`config.mk`:
```
export PLATFORM = sky130hd
export DESIGN_NAME = i2c_bit_timer
export DESIGN_NICKNAME = d
export VERILOG_FILES = /design/src/rtl/i2c_bit_timer.sv
export SDC_FILE = /design/constraint.sdc
export NUM_CORES = 1
export LEC_CHECK = 0
export BUFFER_PORTS_ARGS = -buffer_cell sky130_fd_sc_hd__buf_2
export CAP_MARGIN = 20
export CORE_AREA = 5 5 42 44
export CTS_CLUSTER_SIZE = 14
export DETAILED_ROUTE_END_ITERATION = 10
export DIE_AREA = 0 0 47 49
export PLACE_DENSITY_LB_ADDON = 0.1
export SLEW_MARGIN = 20
export SYNTH_ARGS = -nofsm -noshare
export SYNTH_HDL_FRONTEND = slang
export SYNTH_SLANG_ARGS = --single-unit
export TNS_END_PERCENT = 20
```
`constraint.sdc`:
```
create_clock -name clk -period 2 [get_ports clk]
set_input_delay 0.4 -clock clk [delete_from_list [all_inputs] [get_ports clk]]
set_output_delay 0.4 -clock clk [all_outputs]
set_load 0.02 [all_outputs]
```
`src/rtl/i2c_bit_timer.sv`:
```
// i2c_bit_timer: programmable down-counting tick timer for I2C bit timing.
// A start loads the period from ticks. Each enabled cycle (stop low) counts
// down by one. At terminal count the timer emits a one-cycle out pulse and
// reloads from ticks. Stop freezes the count so a bit period can be stretched.
module i2c_bit_timer #(
  parameter int SIZE = 8
) (
  input  logic            clk,
  input  logic            rst,
  input  logic            start,
  input  logic            stop,
  input  logic [SIZE-1:0] ticks,
  output logic            out
);

  // Reload threshold: a count of 1 (or 0 after reset / a zero load) ends the period.
  localparam logic [SIZE-1:0] CNT_ONE = {{(SIZE-1){1'b0}}, 1'b1};

  logic [SIZE-1:0] cnt_r;
  logic            out_r;
  logic [SIZE-1:0] cnt_nxt_s;
  logic            out_nxt_s;
  logic            term_s;

  // Terminal count: at 1 or 0 the next enabled edge reloads, so the count never underflows.
  always_comb begin
    term_s = 1'b0;
    if (cnt_r <= CNT_ONE) begin
      term_s = 1'b1;
    end else begin
      term_s = 1'b0;
    end
  end

  // Next-state selection: start beats stop, stop beats counting.
  always_comb begin
    cnt_nxt_s = cnt_r;
    out_nxt_s = 1'b0;
    if (start) begin
      cnt_nxt_s = ticks;
      out_nxt_s = 1'b0;
    end else if (stop) begin
      cnt_nxt_s = cnt_r;
      out_nxt_s = 1'b0;
    end else if (term_s) begin
      cnt_nxt_s = ticks;
      out_nxt_s = 1'b1;
    end else begin
      cnt_nxt_s = cnt_r - CNT_ONE;
      out_nxt_s = 1'b0;
    end
  end

  // Counter and pulse registers; reset clears both asynchronously.
  always_ff @(posedge clk or posedge rst) begin
    if (rst) begin
      cnt_r <= {SIZE{1'b0}};
      out_r <= 1'b0;
    end else begin
      cnt_r <= cnt_nxt_s;
      out_r <= out_nxt_s;
    end
  end

  assign out = out_r;

endmodule

```
# Yosys cells after proc, flatten, opt, wreduce, memory -nomap -nowiden
# Cells that the tools add are included.
dict set report word_totals {
  register_bits 9
  input_bits 12
  out_inout_bits 1
  elab_cells 12
}
dict set report op_classes {
  addsub 1
  n_lt_le_gt_ge 1
  n_eq_ne 1
  muxes 7
}
# op count
set op_table {}
lappend op_table {{$mux 8} 3}
lappend op_table {{$le 8x1->1 const B} 1}
lappend op_table {{$sub 8x1->8 const B} 1}
lappend op_table {{$mux 1} 4}
lappend op_table {{$ne 2x2->1 const B} 1}

# Depth between registers and ports, before layout
# Gate-level depths: netlist of run 1.
dict set report depth {
  ltp_word 5
  ltp_mapped 6
  mapped_depth_nobuf 6
}

# Worst setup path after synthesis of run 1
# OpenSTA, ideal clock, no wires.
dict set report synth_timing {
  path_kind {reg2reg}
  startpoint {reg cnt_r[2]}
  endpoint {reg cnt_r[7]}
  setup_time_ns 0.122
  arrival_ns 1.662
  required_ns 1.878
  setup_slack_ns 0.217
  path_stages_with_launch 5
  path_buffers 0
  synth_period_minus_slack_ns 1.783
  cell_sequence {dfrtp_1 > or4_4 > o41ai_4 > inv_2 > o2111a_1}
}
dict set report synth_between {
  elab_chain_cells 5
  word_cells_on_any_way 6
  classes_between {add/sub (1); order compare (1); mux (4)}
}
# element line_no
set synth_rtl {}
lappend synth_rtl {{start: declaration} 19} ;# logic [SIZE-1:0] cnt_r;
lappend synth_rtl {{start signal: assignment} 57} ;# cnt_r <= {SIZE{1'b0}};
lappend synth_rtl {{start signal: assignment} 60} ;# cnt_r <= cnt_nxt_s;
lappend synth_rtl {{$le 8x1->1} 28} ;# if (cnt_r <= CNT_ONE) begin
lappend synth_rtl {{$mux 1} 28}
lappend synth_rtl {{$mux 8 *} 45} ;# end else if (term_s) begin
lappend synth_rtl {{$mux 8 *} 42} ;# end else if (stop) begin
lappend synth_rtl {{$mux 8 *} 39} ;# if (start) begin
# Mark *: on every way between the ends. The rest lies on a longest branch, timed or not. The select of a mux whose other input is x is not followed.
# A chain may end at the register's enable or synchronous reset.

# Worst setup path after layout of run 1
dict set report layout_timing {
  startpoint {reg cnt_r[3]}
  endpoint {reg cnt_r[7]}
}
# Same word-level chain as after synthesis.

==> impl_results.md, run 1 <==
- Synthesis warning total: 0
- Leftover overflow at the end of global routing: 0
- Final setup margin: between 0.1 and 0.15 ns
- Number of flip-flops and latches in the synthesized netlist: 9
- Hold WS: between 0.09 and 0.1 ns
- Fraction of registers with async set or reset after synthesis: between 90% and 100%
- Number of max-cap violations: 0
- Tightest Pin Transition: roughly 0.5 ns
- Die Width: 47 microns
- Worst reg2reg path endpoint: cnt_r[7]
- Fillers: 136
- PwrDens: ~670 nW/um^2
- Die Footprint: 2303 sq um
- Type of the worst setup path: reg2reg
- RD Place Congestion: 0.8363
- Setup repair after global routing missed its margin: no
- Result of the run: completed
- Share of post-route cells with drive strength above 1: 25.84%
- H-tree depth: 1
- Std-Cell Core Area: around 1400 sq um
- Detail Placement HPWL: 1172 microns
- Portion of the clock cycle consumed by the worst path in the final layout: 93.71%
- Number of detailed-route iterations in the first pass: 4
- Worst Skew: 0.003087 ns
- Maximum number of buffers from clock root to sink: 2
- Root cell of the clock tree: sky130_fd_sc_hd__clkbuf_4
- Total setup violations reported at the end of the flow: 0
- Static Leakage: ~0.35 nW
- Number of synthesized flops with an enable pin: 0
- First element of the critical path: cnt_r[3]
- Count of hold-fix buffers inserted at cts: 0
- Wire length of the first global-routing pass: between 2000 and 3000 microns
- Data required, critical path: between 2 and 2.5 ns
- Total vias in the final route: ~600
- Combined area of all synthesized cells: around 640 sq um
- Most instantiated flip-flop cell in the synthesis netlist: sky130_fd_sc_hd__dfrtp_1
- Area taken by flip-flops and latches: ~230 sq um
- Vertical die dimension: roughly 50 microns
- Most common cell in the netlist: sky130_fd_sc_hd__dfrtp_1
- Final Total Pwr: 499.9 uW
- Max Freq: approximately 530 MHz
- Type of origin of the critical path: register
- Post-Route WL: roughly 1500 microns
- Yosys top cell area share: about 35%
- Overall fraction of global-route tracks in use: between 10% and 20%
- Antenna diode instance count: 0
- Setup slack at placement: roughly 0.09 ns
- Initial core utilization: between 40% and 50%
- Sinks on Clock Net: 9
- Post-synthesis area per instance: roughly 8.7 sq um
- Headroom to the max-slew limit: between 60% and 70%
- Net count, final: between 100 and 150
- Number of antenna violations at the first check in global routing: 0
- Wire per inst: about 14 microns
- Post-route DRC violation count: 0
- CP Capture Type: register
- Area taken by multi-input logic gates: 372.9 sq um
- Clock tree from TritonCTS: built
- Number of port buffers: 12
- Number of cells on the worst reg-to-reg path: 4
- Avg Vias per Cell: between 5 and 6
- Setup tns final: 0 ns
- Commonest cells in the synthesized netlist: 9 x sky130_fd_sc_hd__dfrtp_1, 7 x sky130_fd_sc_hd__inv_1, 6 x sky130_fd_sc_hd__nor2_1, 6 x sky130_fd_sc_hd__nor3_1
- Number of top-level pins: 13
- Sequential-to-total area share from yosys stat: a little over a third
- Maximum vdd ir drop: about 0.00030 V
- Arrival time of data at the critical path endpoint: roughly 2.0 ns
- Critical path destination: cnt_r[7]
- Register-to-register setup slack: around 0.13 ns
- Std cell rows: 14
- Count of unique library cells instantiated by Yosys: 30
- Inserted Clock Buffers: 3
- Worst R2R Start: cnt_r[3]
- Crit path max fanout: 6
- Post-Synthesis Net Count: 87
- Number of violations reported at the end of detailed-routing iteration 0: 11
- Final slew viol count: 0
- Minimum clock period: 1.874 ns
- Final hold viol count: 0
- Count of mapped cells out of synthesis: between 70 and 80
- Vias in the first global route: roughly 610
- Number of setup buffers added after CTS: 0
- Library cell with the largest summed area after synthesis: sky130_fd_sc_hd__dfrtp_1
- Clk_lat worst skew: approximately 0.26 ns
- Post-CTS clock slew at the launch and capture registers of the worst setup and hold paths: around 0.07 ns
- Final Util: a little over half
- Class of the most critical hold timing path: in2async
- Antenna Nets Post-Route: 0
- Synth area leaders: sky130_fd_sc_hd__dfrtp_1 35%, sky130_fd_sc_hd__nor3_1 4.7%, sky130_fd_sc_hd__o41ai_4 4.3%
- Post-synthesis to final-layout area growth: 17.91%
- Maximum number of pins on one net before global-route repair: 15
state kept, by name, indices dropped and copies added, names as in the netlist:
name / count
out: 1
cnt_r: 8
where the power goes:
| part | switching (mW) | total, mW | internal [mW] | leakage [nW] |
|---|---|---|---|---|
| combinational | 0.0693 | 0.128 | 0.0584 | 0.226 |
| sequential | 0.0230 | 0.224 | 0.201 | 0.107 |
| clock | 0.0708 | 0.148 | 0.0771 | 0.0150 |
worst min-delay path by stage:
| stage | startpoint | end | slack (ns) | depth (start not counted) |
|---|---|---|---|---|
| 4_1_cts | rst | cnt_r[6] | 0.12 | 2 |
| 5_1_grt | rst | cnt_r[6] | 0.13 | 2 |
| 3_3_place_gp | rst | cnt_r[4] | 0.39 | 2 |
| 6_report | rst | cnt_r[3] | 0.09 | 2 |
| 2_1_floorplan | rst | cnt_r[0] | 0.23 | 1 |
| 3_5_place_dp | rst | cnt_r[6] | 0.40 | 2 |
per-stage QoR:
stage | instances | area (sq um)
5_1_grt | 105 | 749.5
2_1_floorplan | 73 | 635.6
4_1_cts | 105 | 749.5
3_3_place_gp | 101 | 723.2
6_report | 105 | 749.5
3_5_place_dp | 101 | 723.2
cell type report:
class | instances | share of cell area [%]
multi-input cells | 54 | 49.75
repair buffers | 14 | 10.02
clock buffers | 4 | 3.506
well taps | 16 | 2.671
flip-flops and latches | 9 | 30.05
inverters | 8 | 4.007
routing by layer:
metal	wire, microns	GRT usage, %	vias to the layer above
met3	58	2.583	4
li1	-	-	309
met1	698	19.19	279
met2	732	23.98	11
met4	25	7.373	0
met5	0	0	-
layout by cell type, fill, tap and decap left out, types with 2 or more instances in the layout:
cell	count
sky130_fd_sc_hd__buf_2	12
sky130_fd_sc_hd__nor2_1	6
sky130_fd_sc_hd__ha_1	2
sky130_fd_sc_hd__or2_2	2
sky130_fd_sc_hd__o21ai_0	4
sky130_fd_sc_hd__nor3b_1	3
sky130_fd_sc_hd__dfrtp_1	9
sky130_fd_sc_hd__buf_4	2
sky130_fd_sc_hd__nor3_1	6
sky130_fd_sc_hd__a22oi_1	2
sky130_fd_sc_hd__a31oi_1	4
sky130_fd_sc_hd__nand2_1	4
sky130_fd_sc_hd__inv_1	7
sky130_fd_sc_hd__nand3_1	4
sky130_fd_sc_hd__clkbuf_4	3
sky130_fd_sc_hd__o21bai_1	2
logic make-up after synthesis:
logic type,share of synthesized area [%]
buffers and inverters,5.906
DFF,35.43
and+or+nand+nor,26.77
AOI/OAI and AO/OA,26.38
adders and majority gates,3.936
muxes,1.575
timing repair:
item / CTS / global route
endpoints found under the setup margin: 0 / 1
hold endpoints to repair: 0 / 0
gates resized for setup: 0 / 0
worst max-delay path: stages (launching register included):
cell and delay [ns]:
sky130_fd_sc_hd__dfrtp_1 0.43, sky130_fd_sc_hd__or4_4 0.56, sky130_fd_sc_hd__o41ai_4 0.50, sky130_fd_sc_hd__inv_2 0.04, sky130_fd_sc_hd__o2111a_1 0.23
(Power assumes the default switching activity.)
==> run 2, diff against run 1 <==
- CELL_PAD_IN_SITES_DETAIL_PLACEMENT: not set -> 1
- CELL_PAD_IN_SITES_GLOBAL_PLACEMENT: not set -> 2
- CORE_AREA: 5 5 42 44 -> not set
- CORE_MARGIN: not set -> 4
- CORE_UTILIZATION: not set -> 30
- DIE_AREA: 0 0 47 49 -> not set
==> run 2 against run 1 <==
Sequential share of layout area down 1.7 points. Clock power about the same. Register-to-register slack lost 0.02 ns. Via count grew 8.6%. Combinational power grew 14%. Non-clock buffer count increased by 4. Critical path depth grew 1. Clock-buffer cell count stayed put. Sequential power hardly changed. Flip-flop and latch count unchanged. Global-route usage grew 1.5 points. Largest cell class unchanged.
==> impl_results.md, run 2 (synthesized netlist as in run 1, its figures left out) <==
- Worst path slowest cell: sky130_fd_sc_hd__or4_4
- Post-route DRC violation count: 0 (unchanged)
- Net count, final: 108 (+3.8%)
- Wire length of the first global-routing pass: 3401 microns (+33%)
- Design area: 793.3 sq um (+5.8%)
- Data required, critical path: 2.16 ns (about the same)
- Leading cell types in the layout, fill and taps excluded: 12 x sky130_fd_sc_hd__buf_2, 9 x sky130_fd_sc_hd__dfrtp_1, 7 x sky130_fd_sc_hd__inv_1
- Cells along the critical path: or4_4, o41ai_4, buf_4, inv_2, o2111a_1
- Register-to-register setup slack: 0.11 ns (-0.02 ns)
- Vertical die dimension: 54.03 microns (+10%)
- Setup tns final: 0 ns (unchanged)
- Avg Vias per Cell: 5.458 (-5.0%)
- Overall fraction of global-route tracks in use: 16.66% (+1.5 points)
- Root cell of the clock tree: sky130_fd_sc_hd__clkbuf_4
- Antenna Nets Post-Route: 0 (unchanged)
- Total vias in the final route: 655 (+8.6%)
- Hold WS: 0.1053 ns (+0.01228 ns)
- Std-Cell Core Area: 1982 sq um (+41%)
- Inserted Clock Buffers: 3 (unchanged)
- Post-synthesis to final-layout area growth: 24.80%
- Class of the most critical hold timing path: in2async
- Number of setup buffers added after CTS: 0 (unchanged)
- Number of antenna violations at the first check in global routing: 0 (unchanged)
- Minimum clock period: 1.891 ns (+0.01649 ns)
- Vias in the first global route: 725 (+20%)
- Std cell rows: 16 (+2)
- Clk_lat worst skew: 0.26 ns (about the same)
- Register ranked first by flip-flop count: cnt_r
- Number of resized instances in the post-cts repair step: 0 (unchanged)
- CP Capture Type: register
- Count of hold-fix buffers inserted at cts: 0 (unchanged)
- Commonest non-fill, non-tap cell in the layout: sky130_fd_sc_hd__buf_2
- Antenna diode instance count: 0 (unchanged)
- Post-CTS clock slew at the launch and capture registers of the worst setup and hold paths: 0.07 ns (about the same)
- Family of cells with the greatest summed delay on the critical path: compound AO/OA/AOI/OAI gates
- Power spent charging and discharging nets: 176.6 uW (+8.2%)
- Arrival time of data at the critical path endpoint: 2.05 ns (+0.02 ns)
- Number of top-level pins: 13 (unchanged)
- Fraction of power consumed by combinational cells: 28.0% (+2.4 points)
- Non-filler instance count after layout: 120 (+14%)
- Critical path's largest stage delay: 0.56 ns (about the same)
- Final Total Pwr: 521.2 uW (+4.3%)
- Headroom to the max-slew limit: 68.24% (+0.93 points)
- Clk network pwr share: 28.8% (-0.8 points)
- Maximum number of buffers from clock root to sink: 2 (unchanged)
- Crit path max fanout: 5 (-1)
- Initial core utilization: 32.07% (-13 points)
- Internal power: 344.6 uW (+2.3%)
- Sinks on Clock Net: 9 (unchanged)
- Number of violations reported at the end of detailed-routing iteration 0: 13 (+2)
- PwrDens: 657.1 nW/um^2 (-1.5%)
- Final hold viol count: 0 (unchanged)
- Portion of the clock cycle consumed by the worst path in the final layout: 94.53% (+0.82 points)
- Setup repair after global routing missed its margin: no
- Proportion of power drawn by flip-flops and latches: 43.1% (-1.8 points)
- Number of cells on the worst reg-to-reg path: 5 (+1)
- Total setup violations reported at the end of the flow: 0 (unchanged)
- Detail Placement HPWL: 1455 microns (+24%)
- H-tree depth: 1 (unchanged)
- Number of detailed-route iterations in the first pass: 4 (unchanged)
- RD Place Congestion: 0.8303 (-0.72%)
- Die Footprint: 2919 sq um (+27%)
- Type of the worst setup path: reg2reg
- Share of post-route cells with drive strength above 1: 29.03% (+3.2 points)
- Number of buffers and inverters on the critical path: 2 (+1)
- Worst reg2reg path endpoint: cnt_r[7]
- Number of port buffers: 12 (unchanged)
- Result of the run: completed
- Clock tree from TritonCTS: built
- Worst R2R Start: cnt_r[3]
- Type of origin of the critical path: register
- Number of max-cap violations: 0 (unchanged)
- Maximum vdd ir drop: 0.0002883 V (-2.8%)
- Leftover overflow at the end of global routing: 0 (unchanged)
- Post-Route WL: 1976 microns (+30%)
- Switching share of power: 33.88% (+1.2 points)
- Static Leakage: 0.3686 nW (+5.9%)
- Maximum number of pins on one net before global-route repair: 15 (unchanged)
- Wire per inst: 16.47 microns (+14%)
- Tightest Pin Transition: 0.4720 ns (-0.01659 ns)
- Die Width: 54.03 microns (+15%)
- Flip-flop count of the largest register, all copies and words added: 8 (unchanged)
- Placed Instances: 116 (+15%)
- Worst Skew: 0.002699 ns (-0.0003882 ns)
- Cell area after placement: 767.0 sq um (+6.1%)
- Final slew viol count: 0 (unchanged)
- Max Freq: 528.9 MHz (-0.87%)
-- run 2: stage by stage --
step / utilization [%] / setup WS (ns)
floorplan: - / 0.2167
global placement: 38.70 / 0.1691
detailed placement: 38.70 / 0.1157
CTS: 40.03 / 0.1017
global route: 40.03 / 0.06005
finish: 40.03 / 0.1094
-- run 2: cell type report --
type / count / area [sq um]
sequential: 9 / 225.2
multi-input combinational: 54 / 372.9
clock buffer: 4 / 26.28
fill: 247 / 1189
inverter: 8 / 30.03
timing repair buffer: 18 / 105.1
tap: 27 / 33.78
-- run 2: how the worst max path moves through the flow --
| stage | startpoint | depth (start not counted) | endpoint | slack, ns |
|---|---|---|---|---|
| global placement | cnt_r[3] | 5 | cnt_r[7] | 0.17 |
| finish | cnt_r[3] | 5 | cnt_r[7] | 0.11 |
| floorplan | cnt_r[2] | 4 | cnt_r[7] | 0.22 |
| global route | cnt_r[3] | 5 | cnt_r[7] | 0.06 |
| detailed placement | cnt_r[3] | 5 | cnt_r[7] | 0.12 |
| CTS | cnt_r[3] | 5 | cnt_r[7] | 0.10 |
-- run 2: power by group through the flow --
stage	clock (mW)	combinational, mW	sequential, mW
4_1_cts	0.153	0.147	0.224
3_3_place_gp	0	0.144	0.226
5_1_grt	0.158	0.164	0.228
3_5_place_dp	0	0.146	0.226
2_1_floorplan	0	0.0896	0.222
6_report	0.150	0.146	0.225
-- run 2: routing by layer --
| layer | GRT usage [%] | share of wire [%] | vias up |
|---|---|---|---|
| met5 | 0 | 0 | - |
| met4 | 8.714 | 1.1 | 0 |
| met3 | 2.493 | 3.2 | 2 |
| met2 | 27.82 | 49 | 16 |
| met1 | 20.47 | 47 | 324 |
| li1 | - | - | 313 |
